===== src/rtl/countdown_timer_if.sv =====
// Control and status bundle for countdown_timer.
// master: the controller side. It drives sec_tick, load, load_min, load_sec,
//         start, stop and clear, and observes the timer state.
// slave:  the timer side. It drives min, sec, running, borrow_min, expired
//         and done.
interface countdown_timer_if;
   logic       sec_tick;
   logic       load;
   logic [5:0] load_min;
   logic [5:0] load_sec;
   logic       start;
   logic       stop;
   logic       clear;
   logic [5:0] min;
   logic [5:0] sec;
   logic       running;
   logic       borrow_min;
   logic       expired;
   logic       done;

   modport master (
      output sec_tick, load, load_min, load_sec, start, stop, clear,
      input  min, sec, running, borrow_min, expired, done
   );

   modport slave (
      input  sec_tick, load, load_min, load_sec, start, stop, clear,
      output min, sec, running, borrow_min, expired, done
   );
endinterface


===== src/rtl/countdown_timer.sv =====
// Down-counting mm:ss timer.
// It loads a preset, counts down by one on each sec_tick while running, and
// borrows from the minutes when the seconds wrap.
// It pulses expired and then holds done when it reaches 00:00.
// Ports:
//   clk   - system clock
//   reset - asynchronous active-low reset
//   bus   - countdown_timer_if.slave: the control inputs and the registered
//           status outputs
module countdown_timer #(
   parameter int unsigned MAX_MIN = 59,
   parameter int unsigned MAX_SEC = 59
) (
   input logic            clk,
   input logic            reset,
   countdown_timer_if.slave bus
);

   localparam int unsigned VW = 6;
   localparam logic [VW-1:0] MAX_MIN_V = VW'(MAX_MIN);
   localparam logic [VW-1:0] MAX_SEC_V = VW'(MAX_SEC);

   typedef enum logic [1:0] {
      IDLE   = 2'd0,
      RUN    = 2'd1,
      PAUSED = 2'd2,
      DONE   = 2'd3
   } state_t;

   state_t        state_q, state_d;
   logic [VW-1:0] min_q, min_d;
   logic [VW-1:0] sec_q, sec_d;
   logic [VW-1:0] ld_min_sat, ld_sec_sat;
   logic          borrow_q, borrow_d;
   logic          expired_q, expired_d;
   logic          running_q, running_d;
   logic          done_q, done_d;
   logic          nonzero;

   // Clamp the preset values to the largest legal minute and second.
   assign ld_min_sat = (bus.load_min > MAX_MIN_V) ? MAX_MIN_V : bus.load_min;
   assign ld_sec_sat = (bus.load_sec > MAX_SEC_V) ? MAX_SEC_V : bus.load_sec;
   assign nonzero    = (min_q != '0) || (sec_q != '0);

   // State register and registered outputs.
   always_ff @(posedge clk or negedge reset) begin
      if (!reset) begin
         state_q   <= IDLE;
         min_q     <= '0;
         sec_q     <= '0;
         borrow_q  <= 1'b0;
         expired_q <= 1'b0;
         running_q <= 1'b0;
         done_q    <= 1'b0;
      end else begin
         state_q   <= state_d;
         min_q     <= min_d;
         sec_q     <= sec_d;
         borrow_q  <= borrow_d;
         expired_q <= expired_d;
         running_q <= running_d;
         done_q    <= done_d;
      end
   end

   // Next-state logic. Priority is clear > load > stop > start > sec_tick.
   // A command that does not apply in the current state is ignored and does
   // not block the commands below it.
   always_comb begin
      state_d   = state_q;
      min_d     = min_q;
      sec_d     = sec_q;
      borrow_d  = 1'b0;
      expired_d = 1'b0;

      if (bus.clear) begin
         state_d = IDLE;
         min_d   = '0;
         sec_d   = '0;
      end else if (bus.load && (state_q != RUN)) begin
         min_d   = ld_min_sat;
         sec_d   = ld_sec_sat;
         state_d = ((ld_min_sat == '0) && (ld_sec_sat == '0)) ? IDLE : PAUSED;
      end else if (bus.stop && (state_q == RUN)) begin
         state_d = PAUSED;
      end else if (bus.start && ((state_q == IDLE) || (state_q == PAUSED)) && nonzero) begin
         // A tick in the same cycle as start is not counted.
         state_d = RUN;
      end else if (bus.sec_tick && (state_q == RUN)) begin
         if (sec_q != '0) begin
            sec_d = sec_q - VW'(1);
            // Only the step from 00:01 to 00:00 expires; it never borrows.
            if ((min_q == '0) && (sec_q == VW'(1))) begin
               state_d   = DONE;
               expired_d = 1'b1;
            end
         end else begin
            // RUN is never entered at 00:00, so min is non-zero here.
            sec_d    = MAX_SEC_V;
            min_d    = min_q - VW'(1);
            borrow_d = 1'b1;
         end
      end

      running_d = (state_d == RUN);
      done_d    = (state_d == DONE);
   end

   assign bus.min        = min_q;
   assign bus.sec        = sec_q;
   assign bus.running    = running_q;
   assign bus.borrow_min = borrow_q;
   assign bus.expired    = expired_q;
   assign bus.done       = done_q;

endmodule


===== src/flat_wrapper.sv =====
// flat-port wrapper written by rule: the top's interface ports become plain ports
module countdown_timer_flat 
#(
   parameter int unsigned MAX_MIN = 59,
   parameter int unsigned MAX_SEC = 59
)
  (clk, reset, bus_sec_tick, bus_load, bus_load_min, bus_load_sec, bus_start, bus_stop, bus_clear, bus_min, bus_sec, bus_running, bus_borrow_min, bus_expired, bus_done);
  countdown_timer_if bus_i ();
  input logic clk;
  input logic reset;
  input wire logic [$bits(bus_i.sec_tick)-1:0] bus_sec_tick;
  input wire logic [$bits(bus_i.load)-1:0] bus_load;
  input wire logic [$bits(bus_i.load_min)-1:0] bus_load_min;
  input wire logic [$bits(bus_i.load_sec)-1:0] bus_load_sec;
  input wire logic [$bits(bus_i.start)-1:0] bus_start;
  input wire logic [$bits(bus_i.stop)-1:0] bus_stop;
  input wire logic [$bits(bus_i.clear)-1:0] bus_clear;
  output wire logic [$bits(bus_i.min)-1:0] bus_min;
  output wire logic [$bits(bus_i.sec)-1:0] bus_sec;
  output wire logic [$bits(bus_i.running)-1:0] bus_running;
  output wire logic [$bits(bus_i.borrow_min)-1:0] bus_borrow_min;
  output wire logic [$bits(bus_i.expired)-1:0] bus_expired;
  output wire logic [$bits(bus_i.done)-1:0] bus_done;
  assign bus_i.sec_tick = bus_sec_tick;
  assign bus_i.load = bus_load;
  assign bus_i.load_min = bus_load_min;
  assign bus_i.load_sec = bus_load_sec;
  assign bus_i.start = bus_start;
  assign bus_i.stop = bus_stop;
  assign bus_i.clear = bus_clear;
  assign bus_min = bus_i.min;
  assign bus_sec = bus_i.sec;
  assign bus_running = bus_i.running;
  assign bus_borrow_min = bus_i.borrow_min;
  assign bus_expired = bus_i.expired;
  assign bus_done = bus_i.done;
  countdown_timer #(.MAX_MIN(MAX_MIN), .MAX_SEC(MAX_SEC)) u_core (.clk(clk), .reset(reset), .bus(bus_i));
endmodule

===== config.mk =====
export PLATFORM = sky130hd
export DESIGN_NAME = countdown_timer_flat
export DESIGN_NICKNAME = d
export VERILOG_FILES = /design/src/rtl/countdown_timer_if.sv /design/src/rtl/countdown_timer.sv /design/src/flat_wrapper.sv
export SDC_FILE = /design/constraint.sdc
export NUM_CORES = 1
export LEC_CHECK = 0
export BUFFER_PORTS_ARGS = -buffer_cell sky130_fd_sc_hd__buf_2
export CAP_MARGIN = 30
export CORE_UTILIZATION = 50
export DETAILED_ROUTE_END_ITERATION = 10
export PLACE_DENSITY = 0.77
export SYNTH_ARGS = -nofsm -noshare
export SYNTH_HDL_FRONTEND = slang
export SYNTH_SLANG_ARGS = --single-unit

===== constraint.sdc =====
create_clock -name clk -period 2.05 [get_ports clk]
set_input_delay 0.41 -clock clk [delete_from_list [all_inputs] [get_ports clk]]
set_output_delay 0.41 -clock clk [all_outputs]
set_load 0.05 [all_outputs]

==> metrics, run 1 <==
first-pass GRT wire length=5840 um; post-route ant nets=0; maximum clock frequency=0.544 GHz; Mapped Area=1250 um2; layout cells sized above 1=28.7%; Crit-path slowest cell=dfrtp_1; CTS tree=yes; WL/cell=17.3 um; top cells by area, synth=dfrtp_1 (36%), ha_1 (5.0%), a32o_1 (4.0%); CP Capture Type=flip-flop; core area=2280 um2; CTS resizes=0; Slew @ Worst Pin=600 ps; die footprint=2710 um2; max-cap viol count=0; TNS Setup=0 ps; H-tree Lvls=1; Fin Clk Skew=5.63 ps; clk buf depth=2; IO Count=35; Critical Path RT=2260 ps; clk root buf=clkbuf_4; Post-Syn Area per Cell=9.01 um2; Clk Latency, worst-skew pair=300 ps; routed vias/inst=6.41; Initial DRT Pass Iterations=5; CP delay by family, top=compound AO/OA/AOI/OAI gates; Setup violations, final=0; Nets=203; Setup Fix Bufs, Post-CTS=0; Area Growth Syn to Fin=21.3%; Initial Util=55.0%; Worst Reg-to-Reg Cells=5; total power=1.07 mW; syn_nets=163; Post-route DRC=0; Yosys reg bits=18; Total Wirelength=3560 um; Buf/Inv on CP=1; final count of pins violating max slew=0; r2r setup slk=210 ps; RSZ-0062 raised after global routing=false; DP HPWL=2580 um; async set or reset register ratio after synthesis=100%; Worst VDD drop=0.510 mV; initial antenna violation count=0; Chip Height=52.1 um; reg2reg end=u_core.bus.min[4]; Cells after Synth=139; gpl congestion=0.920; Min-Delay Path Class=in2async; Slew HR=59.9%; Yosys top cell by area=dfrtp_1; Ys Warns=0; critical path class=reg2reg; final worst path period share=89.7%; crit-path cells=nor4_4, buf_4, nand3_1, o2bb2a_1, o32ai_1; CP startpoint kind=flip-flop; vias in the first global route=1262; area of the multi-input gates=748 um2; leakage power=0.721 nW; sequential area share after synthesis=36.0%; Rows=17; Worst path max stage delay=470 ps; DP Worst Slack=219 ps; Tmin final=1840 ps; CTS sink count=18; Global Route Usage Sum=29.7%; clock transition at the registers of the reported paths=110 ps; Num CTS Buffers=3; Post-synth EDFFs=0; Vias=1320; reg2reg start=u_core.bus.sec[5]; Port Buffers=34; count leader, synth=dfrtp_1; outcome=complete, no violations; Worst Path Max Fanout=6; Sequential Area=450 um2; final setup slack of the worst path=210 ps; # fillers=192; Final Hold Fails=0; hold_ws=7.71 ps; Iter 0 DRT Violations=80; Synth cell types=46; synth cell count leaders=dfrtp_1 (18), nand2_1 (11), inv_1 (9), nand3_1 (9), nor2_1 (8); largest net degree at the start of global routing=19; total grt overflow=0; antenna cells=0; top_reg_cell synth=dfrtp_1; worst path arrival time=2050 ps; pwr/cell area=707 nW/um2; Chip Width=52.1 um; CTS Hold Bufs=0; Synth top area share=36.0%
area by class of cell:
| cell class | count | share of cell area, % |
|---|---|---|
| inverter | 9 | 2.22 |
| timing repair buffer | 40 | 14.2 |
| sequential | 18 | 29.7 |
| tap | 28 | 2.31 |
| multi-input combinational | 107 | 49.3 |
| clock buffer | 4 | 2.39 |
cell usage in the layout (no fill, tap or decap), types with 4 or more instances in the layout:
cell type,count
buf_2,34
dfrtp_1,18
nand2_1,11
inv_1,9
nand3_1,9
nor2_1,8
o21ai_0,6
a21oi_1,6
buf_4,6
nor3_1,5
a32o_1,5
ha_1,5
nor2b_1,4
nand4_1,4
a211oi_1,4
sequential cells by signal (all words and copies together) (netlist names):
| name | flops |
|---|---|
| u_core.bus.min | 6 |
| u_core.bus.sec | 6 |
| u_core.state_q | 2 |
| u_core.bus.borrow_min | 1 |
| u_core.bus.done | 1 |
| u_core.bus.expired | 1 |
| u_core.bus.running | 1 |
worst max-delay path by stage:
stage / from / endpoint / cells past startpoint
finish: u_core.bus.sec[5] / u_core.bus.min[4] / 5
global route: u_core.bus.sec[5] / u_core.bus.min[4] / 5
CTS: u_core.bus.sec[5] / u_core.bus.min[4] / 5
detailed placement: bus_stop / u_core.bus.min[3] / 5
global placement: bus_stop / u_core.bus.min[3] / 5
floorplan: u_core.bus.sec[5] / u_core.bus.min[3] / 4
logic make-up (layout without fill, tap and decap cells):
| group | count (synthesis) | count (layout) | synth area share (%) |
|---|---|---|---|
| flip-flops | 18 | 18 | 36.0 |
| AND/OR/NAND/NOR | 57 | 57 | 27.2 |
| buffers and inverters | 14 | 53 | 4.29 |
| AO/OA/AOI/OAI | 42 | 42 | 25.4 |
| multiplexers | 1 | 1 | 0.799 |
| XOR/XNOR | 2 | 2 | 1.40 |
| adder cells (fa/ha/maj) | 5 | 5 | 5.00 |
report_power, final:
part | switching [mW] | internal [mW]
clock network | 0.123 | 0.108
logic | 0.275 | 0.147
registers | 0.0382 | 0.383
routing by layer:
layer | global-route usage [%] | routed length, um | up-vias
met2 | 46.6 | 1660 | 85
met3 | 6.73 | 327 | 20
met4 | 16.7 | 117 | 0
met5 | 0 | 0 | -
met1 | 37.1 | 1450 | 606
li1 | - | - | 609
per-stage QoR:
| stage | util, % | cell area [um2] | instances |
|---|---|---|---|
| after floorplan | - | 1250 | 139 |
| after global placement | 65.1 | 1480 | 202 |
| after detailed placement | 65.1 | 1480 | 202 |
| after CTS | 66.7 | 1520 | 206 |
| after global routing | 66.7 | 1520 | 206 |
| final | 66.7 | 1520 | 206 |
Note: power is estimated with default switching activity, not from simulation.
==> inputs of run 2 (changes only) <==
--- a/config.mk
+++ b/config.mk
@@ -5,6 +5,7 @@
 export SDC_FILE = /design/constraint.sdc
 export NUM_CORES = 1
 export LEC_CHECK = 0
+export ABC_AREA = 1
 export BUFFER_PORTS_ARGS = -buffer_cell sky130_fd_sc_hd__buf_2
 export CAP_MARGIN = 30
 export CORE_UTILIZATION = 50
==> metrics, run 2 <==
Num CTS Buffers=3 (unchanged); die footprint=2750 um2 (+1.4%); Nets=239 (+18%); total grt overflow=0 (unchanged); clk buf depth=2 (unchanged); hold_ws=24.3 ps (+16.6 ps); post-route ant nets=0 (unchanged); total power=1.43 mW (+33%); critical path class=reg2reg; synth cell count leaders=nand2_1 (40), nor2_1 (23), inv_1 (20); Crit-path slowest cell=dfrtp_1; commonest non-fill, non-tap cell in the layout=nand2_1; routed vias/inst=5.40 (-16%); Clk Latency, worst-skew pair=290 ps (about the same); commonest cells after routing, fill and taps aside=nand2_1 (40), buf_2 (34), nor2_1 (23), inv_1 (20), dfrtp_1 (18); Vias=1306 (-1.1%); largest net degree at the start of global routing=19 (unchanged); Comb power frac=50.8% (+12 points); reg2reg start=u_core.bus.sec[0]; CP delay by family, top=flip-flops; Worst path max stage delay=420 ps (-50 ps); max-cap viol count=0 (unchanged); # placed instances=238 (+18%); antenna cells=0 (unchanged); final count of pins violating max slew=0 (unchanged); Cells after Synth=177 (+27%); P_int=0.737 mW (+16%); CP Capture Type=flip-flop; Mapped Area=1270 um2 (+1.5%); count leader, synth=nand2_1; Flop pwr share=33.8% (-5.4 points); Setup Fix Bufs, Post-CTS=0 (unchanged); Buf/Inv on CP=2 (+1); crit-path cells=inv_1, ha_1, nand3_1, a21oi_2, buf_4, nand2_2, o21ai_2; Final Hold Fails=0 (unchanged); layout cells sized above 1=28.0% (-0.61 points); Critical Path RT=2280 ps (+20 ps); CTS Hold Bufs=0 (unchanged); RSZ-0062 raised after global routing=false; Worst VDD drop=0.636 mV (+25%); worst path arrival time=1960 ps (-90 ps); async set or reset register ratio after synthesis=100% (unchanged); Slew HR=72.6% (+13 points); Post-Syn Area per Cell=7.18 um2 (-20%); maximum clock frequency=0.581 GHz (+6.8%); WL/cell=12.6 um (-27%); top cells by area, synth=dfrtp_1 (35%), nand2_1 (12%), nor2_1 (6.8%); Post-synth EDFFs=0 (unchanged); Initial Util=55.3% (+0.31 points); reg2reg end=u_core.bus.min[1]; Yosys reg bits=18 (unchanged); gpl congestion=0.872 (-5.2%); Worst Reg-to-Reg Cells=7 (+2); Ys Warns=0 (unchanged); CTS sink count=18 (unchanged); clock transition at the registers of the reported paths=110 ps (about the same); DP Worst Slack=321 ps (+102 ps); Post-route DRC=0 (unchanged); Chip Width=52.4 um (+0.71%); Tmin final=1720 ps (-118 ps); CTS tree=yes; Switch Pwr=0.696 mW (+59%); final setup slack of the worst path=328 ps (+118 ps); sequential area share after synthesis=35.4% (-0.53 points); Iter 0 DRT Violations=48 (-40%); DP HPWL=2440 um (-5.7%); outcome=complete, no violations; final worst path period share=84.0% (-5.7 points); leakage power=0.812 nW (+13%); Area Growth Syn to Fin=18.3%; Port Buffers=34 (unchanged); Initial DRT Pass Iterations=4 (-1); Worst Path Max Fanout=6 (unchanged); H-tree Lvls=1 (unchanged); Yosys top cell by area=dfrtp_1; CTS resizes=0 (unchanged); Min-Delay Path Class=in2async; Total Wirelength=3060 um (-14%); Setup violations, final=0 (unchanged); CP startpoint kind=flip-flop; r2r setup slk=330 ps (+120 ps); Synth cell types=29 (-37%); IO Count=35 (unchanged); Chip Height=52.4 um (+0.71%); clk root buf=clkbuf_4; vias in the first global route=1250 (-0.95%); Synth top area share=35.4% (-0.53 points); syn_nets=201 (+23%); pwr/cell area=953 nW/um2 (+35%); core area=2300 um2 (+0.93%); top_reg_cell synth=dfrtp_1; first-pass GRT wire length=5240 um (-10%); Clk network pwr share=15.4% (-6.2 points); Layout Cells excl Fill=242 (+17%); Global Route Usage Sum=25.7% (-4.0 points); Rows=17 (unchanged); Slew @ Worst Pin=412 ps (-188 ps); initial antenna violation count=0 (unchanged); switching part of the total=48.6% (+8.0 points); Fin Clk Skew=12.6 ps (+6.98 ps); TNS Setup=0 ps (unchanged)
run 2: cell count changes after synthesis, sizes merged, moves of 5 or more:
cell   before  now
a32o        5    0
nand2      11   47
nand3      10   16
inv         9   23
o21ai       6   18
nor2        8   25
run 2: how the worst max path moves through the flow:
stage	slack, ps	start	cells past startpoint	end
floorplan	390	u_core.bus.sec[0]	8	u_core.bus.sec[5]
global placement	360	bus_clear	8	u_core.bus.min[0]
detailed placement	320	bus_clear	8	u_core.bus.min[0]
CTS	340	u_core.bus.sec[0]	7	u_core.bus.min[1]
global route	220	u_core.bus.sec[0]	7	u_core.bus.min[0]
finish	330	u_core.bus.sec[0]	7	u_core.bus.min[1]
run 2: stage by stage:
| step | instance area (um2) | utilization (%) |
|---|---|---|
| 2_1_floorplan | 1270 | - |
| 3_3_place_gp | 1470 | 63.9 |
| 3_5_place_dp | 1470 | 63.9 |
| 4_1_cts | 1500 | 65.5 |
| 5_1_grt | 1500 | 65.5 |
| 6_report | 1500 | 65.5 |
run 2: cell families (layout without fill, tap and decap cells):
family          count (synthesis)  after routing  synth area share (%)
compound gates                 30             30                  15.1
xor+xnor                        4              4                  2.76
fa+ha+maj                       5              5                  4.92
buf+inv                        25             62                  8.27
flops                          18             18                  35.4
simple gates                   95             95                  33.6
run 2: cell type report:
cell class / count / area (um2)
repair buffers: 35 / 178
flip-flops and latches: 18 / 450
well taps: 28 / 35.0
clock buffers: 4 / 36.3
multi-input cells: 134 / 716
fillers: 238 / 793
inverters: 23 / 88.8
run 2: power groups by stage:
stage	Clock (mW)	Combinational [mW]	Sequential, mW
floorplan	0	0.356	0.684
finish	0.220	0.728	0.485
global placement	0	0.708	0.488
global route	0.247	0.799	0.496
detailed placement	0	0.723	0.490
CTS	0.227	0.726	0.483
run 2: layer usage:
layer	track usage [%]	part of all wire (%)	up-vias
met5	0	0	-
met4	7.89	0.75	0
met3	3.19	4.1	4
met2	47.3	52	43
met1	30.6	43	613
li1	-	-	646
==> inputs of run 3 (changes only) <==
--- a/config.mk
+++ b/config.mk
@@ -5,7 +5,7 @@
 export SDC_FILE = /design/constraint.sdc
 export NUM_CORES = 1
 export LEC_CHECK = 0
-export ABC_AREA = 1
+export ABC_AREA = 0
 export BUFFER_PORTS_ARGS = -buffer_cell sky130_fd_sc_hd__buf_2
 export CAP_MARGIN = 30
 export CORE_UTILIZATION = 50
==> constraint.sdc (replaced) <==
create_clock -name clk -period 1.6 [get_ports clk]
set_input_delay 0.32 -clock clk [delete_from_list [all_inputs] [get_ports clk]]
set_output_delay 0.32 -clock clk [all_outputs]
set_load 0.05 [all_outputs]
==> metrics, run 3 (synthesized netlist as in run 1, its figures left out) <==
Clk network pwr share=16.3% (+0.9 points); Clk Latency, worst-skew pair=300 ps (about the same); Area Growth Syn to Fin=45.0%; Tmin final=1700 ps (-25.5 ps); worst path arrival time=1890 ps (-70 ps); Critical Path RT=1790 ps (-490 ps); final count of pins violating max slew=0 (unchanged); violated checks=negative setup slack; fin util=79.8% (+14 points); switching part of the total=41.5% (-7.1 points); initial antenna violation count=0 (unchanged); CTS tree=yes; H-tree Lvls=1 (unchanged); Setup violations, final=9 (+9); CTS sink count=18 (unchanged); Nets=224 (-6.3%); # placed instances=220 (-7.6%); outcome=finished with violations; leakage power=0.840 nW (+3.4%); Layout Cells excl Fill=227 (-6.2%); CP startpoint kind=flip-flop; pwr/cell area=821 nW/um2 (-14%); Initial Util=55.0% (-0.31 points); clock transition at the registers of the reported paths=110 ps (about the same); Fin Clk Skew=5.22 ps (-7.40 ps); Switch Pwr=0.619 mW (-11%); IO Count=35 (unchanged); commonest cells after routing, fill and taps aside=buf_2 (34), buf_4 (25), nand2_1 (11), dfrtp_1 (11); Final Cell Area=1820 um2 (+21%); Chip Width=52.1 um (-0.71%); Num CTS Buffers=3 (unchanged); largest net degree at the start of global routing=19 (unchanged); layout cells sized above 1=50.8% (+23 points); Chip Height=52.1 um (-0.71%); WL/cell=18.2 um (+44%); DP HPWL=2890 um (+19%); final setup slack of the worst path=-96.3 ps (-425 ps); Worst Path Max Fanout=2 (-4); Iter 0 DRT Violations=102 (+110%); CP Capture Type=flip-flop; Post-route DRC=0 (unchanged); Total Wirelength=4130 um (+35%); gpl congestion=0.905 (+3.8%); Min-Delay Path Class=in2reg; maximum clock frequency=0.590 GHz (+1.5%); Port Buffers=34 (unchanged); area post-placement=1660 um2 (+13%); post-route ant nets=0 (unchanged); die footprint=2710 um2 (-1.4%); Rows=17 (unchanged); Slew HR=71.5% (-1.0 points); Vias=1479 (+13%); max-cap viol count=0 (unchanged); Slew @ Worst Pin=427 ps (+15.7 ps); final worst path period share=106% (+22 points); clk root buf=clkbuf_4; RSZ-0062 raised after global routing=true; clk buf depth=2 (unchanged); commonest non-fill, non-tap cell in the layout=buf_2; Initial DRT Pass Iterations=4 (unchanged); critical path class=reg2reg; Comb power frac=48.2% (-2.6 points); core area=2280 um2 (-0.93%); Global Route Usage Sum=31.6% (+5.9 points); total grt overflow=0 (unchanged); first-pass GRT wire length=6330 um (+21%); P_int=0.872 mW (+18%); antenna cells=0 (unchanged); Worst VDD drop=0.587 mV (-7.6%); TNS Setup=-400 ps (-400 ps); Flop pwr share=35.5% (+1.7 points); vias in the first global route=1393 (+11%); hold_ws=311 ps (+287 ps); Final Hold Fails=0 (unchanged); routed vias/inst=6.52 (+21%)
-- run 3: path summary, 6_finish.rpt --
| check | slack, ps | from | to | cells after the start |
|---|---|---|---|---|
| max reg2reg | -100 | u_core.bus.sec[4] | u_core.bus.min[3] | 4 |
| min reg2reg | 630 | u_core.bus.min[4] | u_core.bus.min[4] | 2 |
| min | 310 | bus_load_sec[1] | u_core.bus.sec[1] | 2 |
| max in group asynchronous | 800 | reset | u_core.bus.min[1] | 2 |
| max | -100 | u_core.bus.sec[4] | u_core.bus.min[3] | 4 |
| min in group asynchronous | 480 | reset | u_core.bus.sec[1] | 2 |
-- run 3: routing by layer --
layer	part of all wire (%)	track usage [%]	up-vias
met5	0	0	-
met4	2.8	10.4	0
met2	49	51.1	112
li1	-	-	659
met3	11	7.02	17
met1	37	41.3	691
-- run 3: power by group through the flow --
stage / clock, mW / sequential, mW / combinational (mW)
floorplan: 0 / 0.664 / 0.266
global placement: 0 / 0.534 / 0.611
detailed placement: 0 / 0.538 / 0.620
CTS: 0.243 / 0.529 / 0.661
global route: 0.260 / 0.534 / 0.764
finish: 0.243 / 0.529 / 0.718
-- run 3: worst max-delay path, stage by stage, from the launching register on --
cell and delay, ps:
dfrtp_2 440, nor4_4 390, nand3_4 100, or4_1 400, a32o_1 260
-- run 3: timing repair --
item                       4_1_cts  5_1_grt
hold endpoints to repair        18        0
pin swaps                       10        5
hold buffers                     1        0
setup endpoints to repair        9       17
resized for setup               11       14
setup buffers                    2        0
-- run 3: per-stage QoR --
| stage | setup WS [ps] | power [mW] |
|---|---|---|
| 2_1_floorplan | -306 | 0.930 |
| 3_3_place_gp | -26.6 | 1.14 |
| 3_5_place_dp | -90.9 | 1.16 |
| 4_1_cts | -89.1 | 1.43 |
| 5_1_grt | -145 | 1.56 |
| 6_report | -96.3 | 1.49 |
-- run 3: layout make-up --
| cell class | instances | area, um2 |
|---|---|---|
| Clock buffer | 4 | 26.3 |
| Fill cell | 144 | 460 |
| Inverter | 9 | 33.8 |
| Multi-Input combinational cell | 107 | 882 |
| Sequential cell | 18 | 459 |
| Tap cell | 28 | 35.0 |
| Timing Repair Buffer | 61 | 379 |
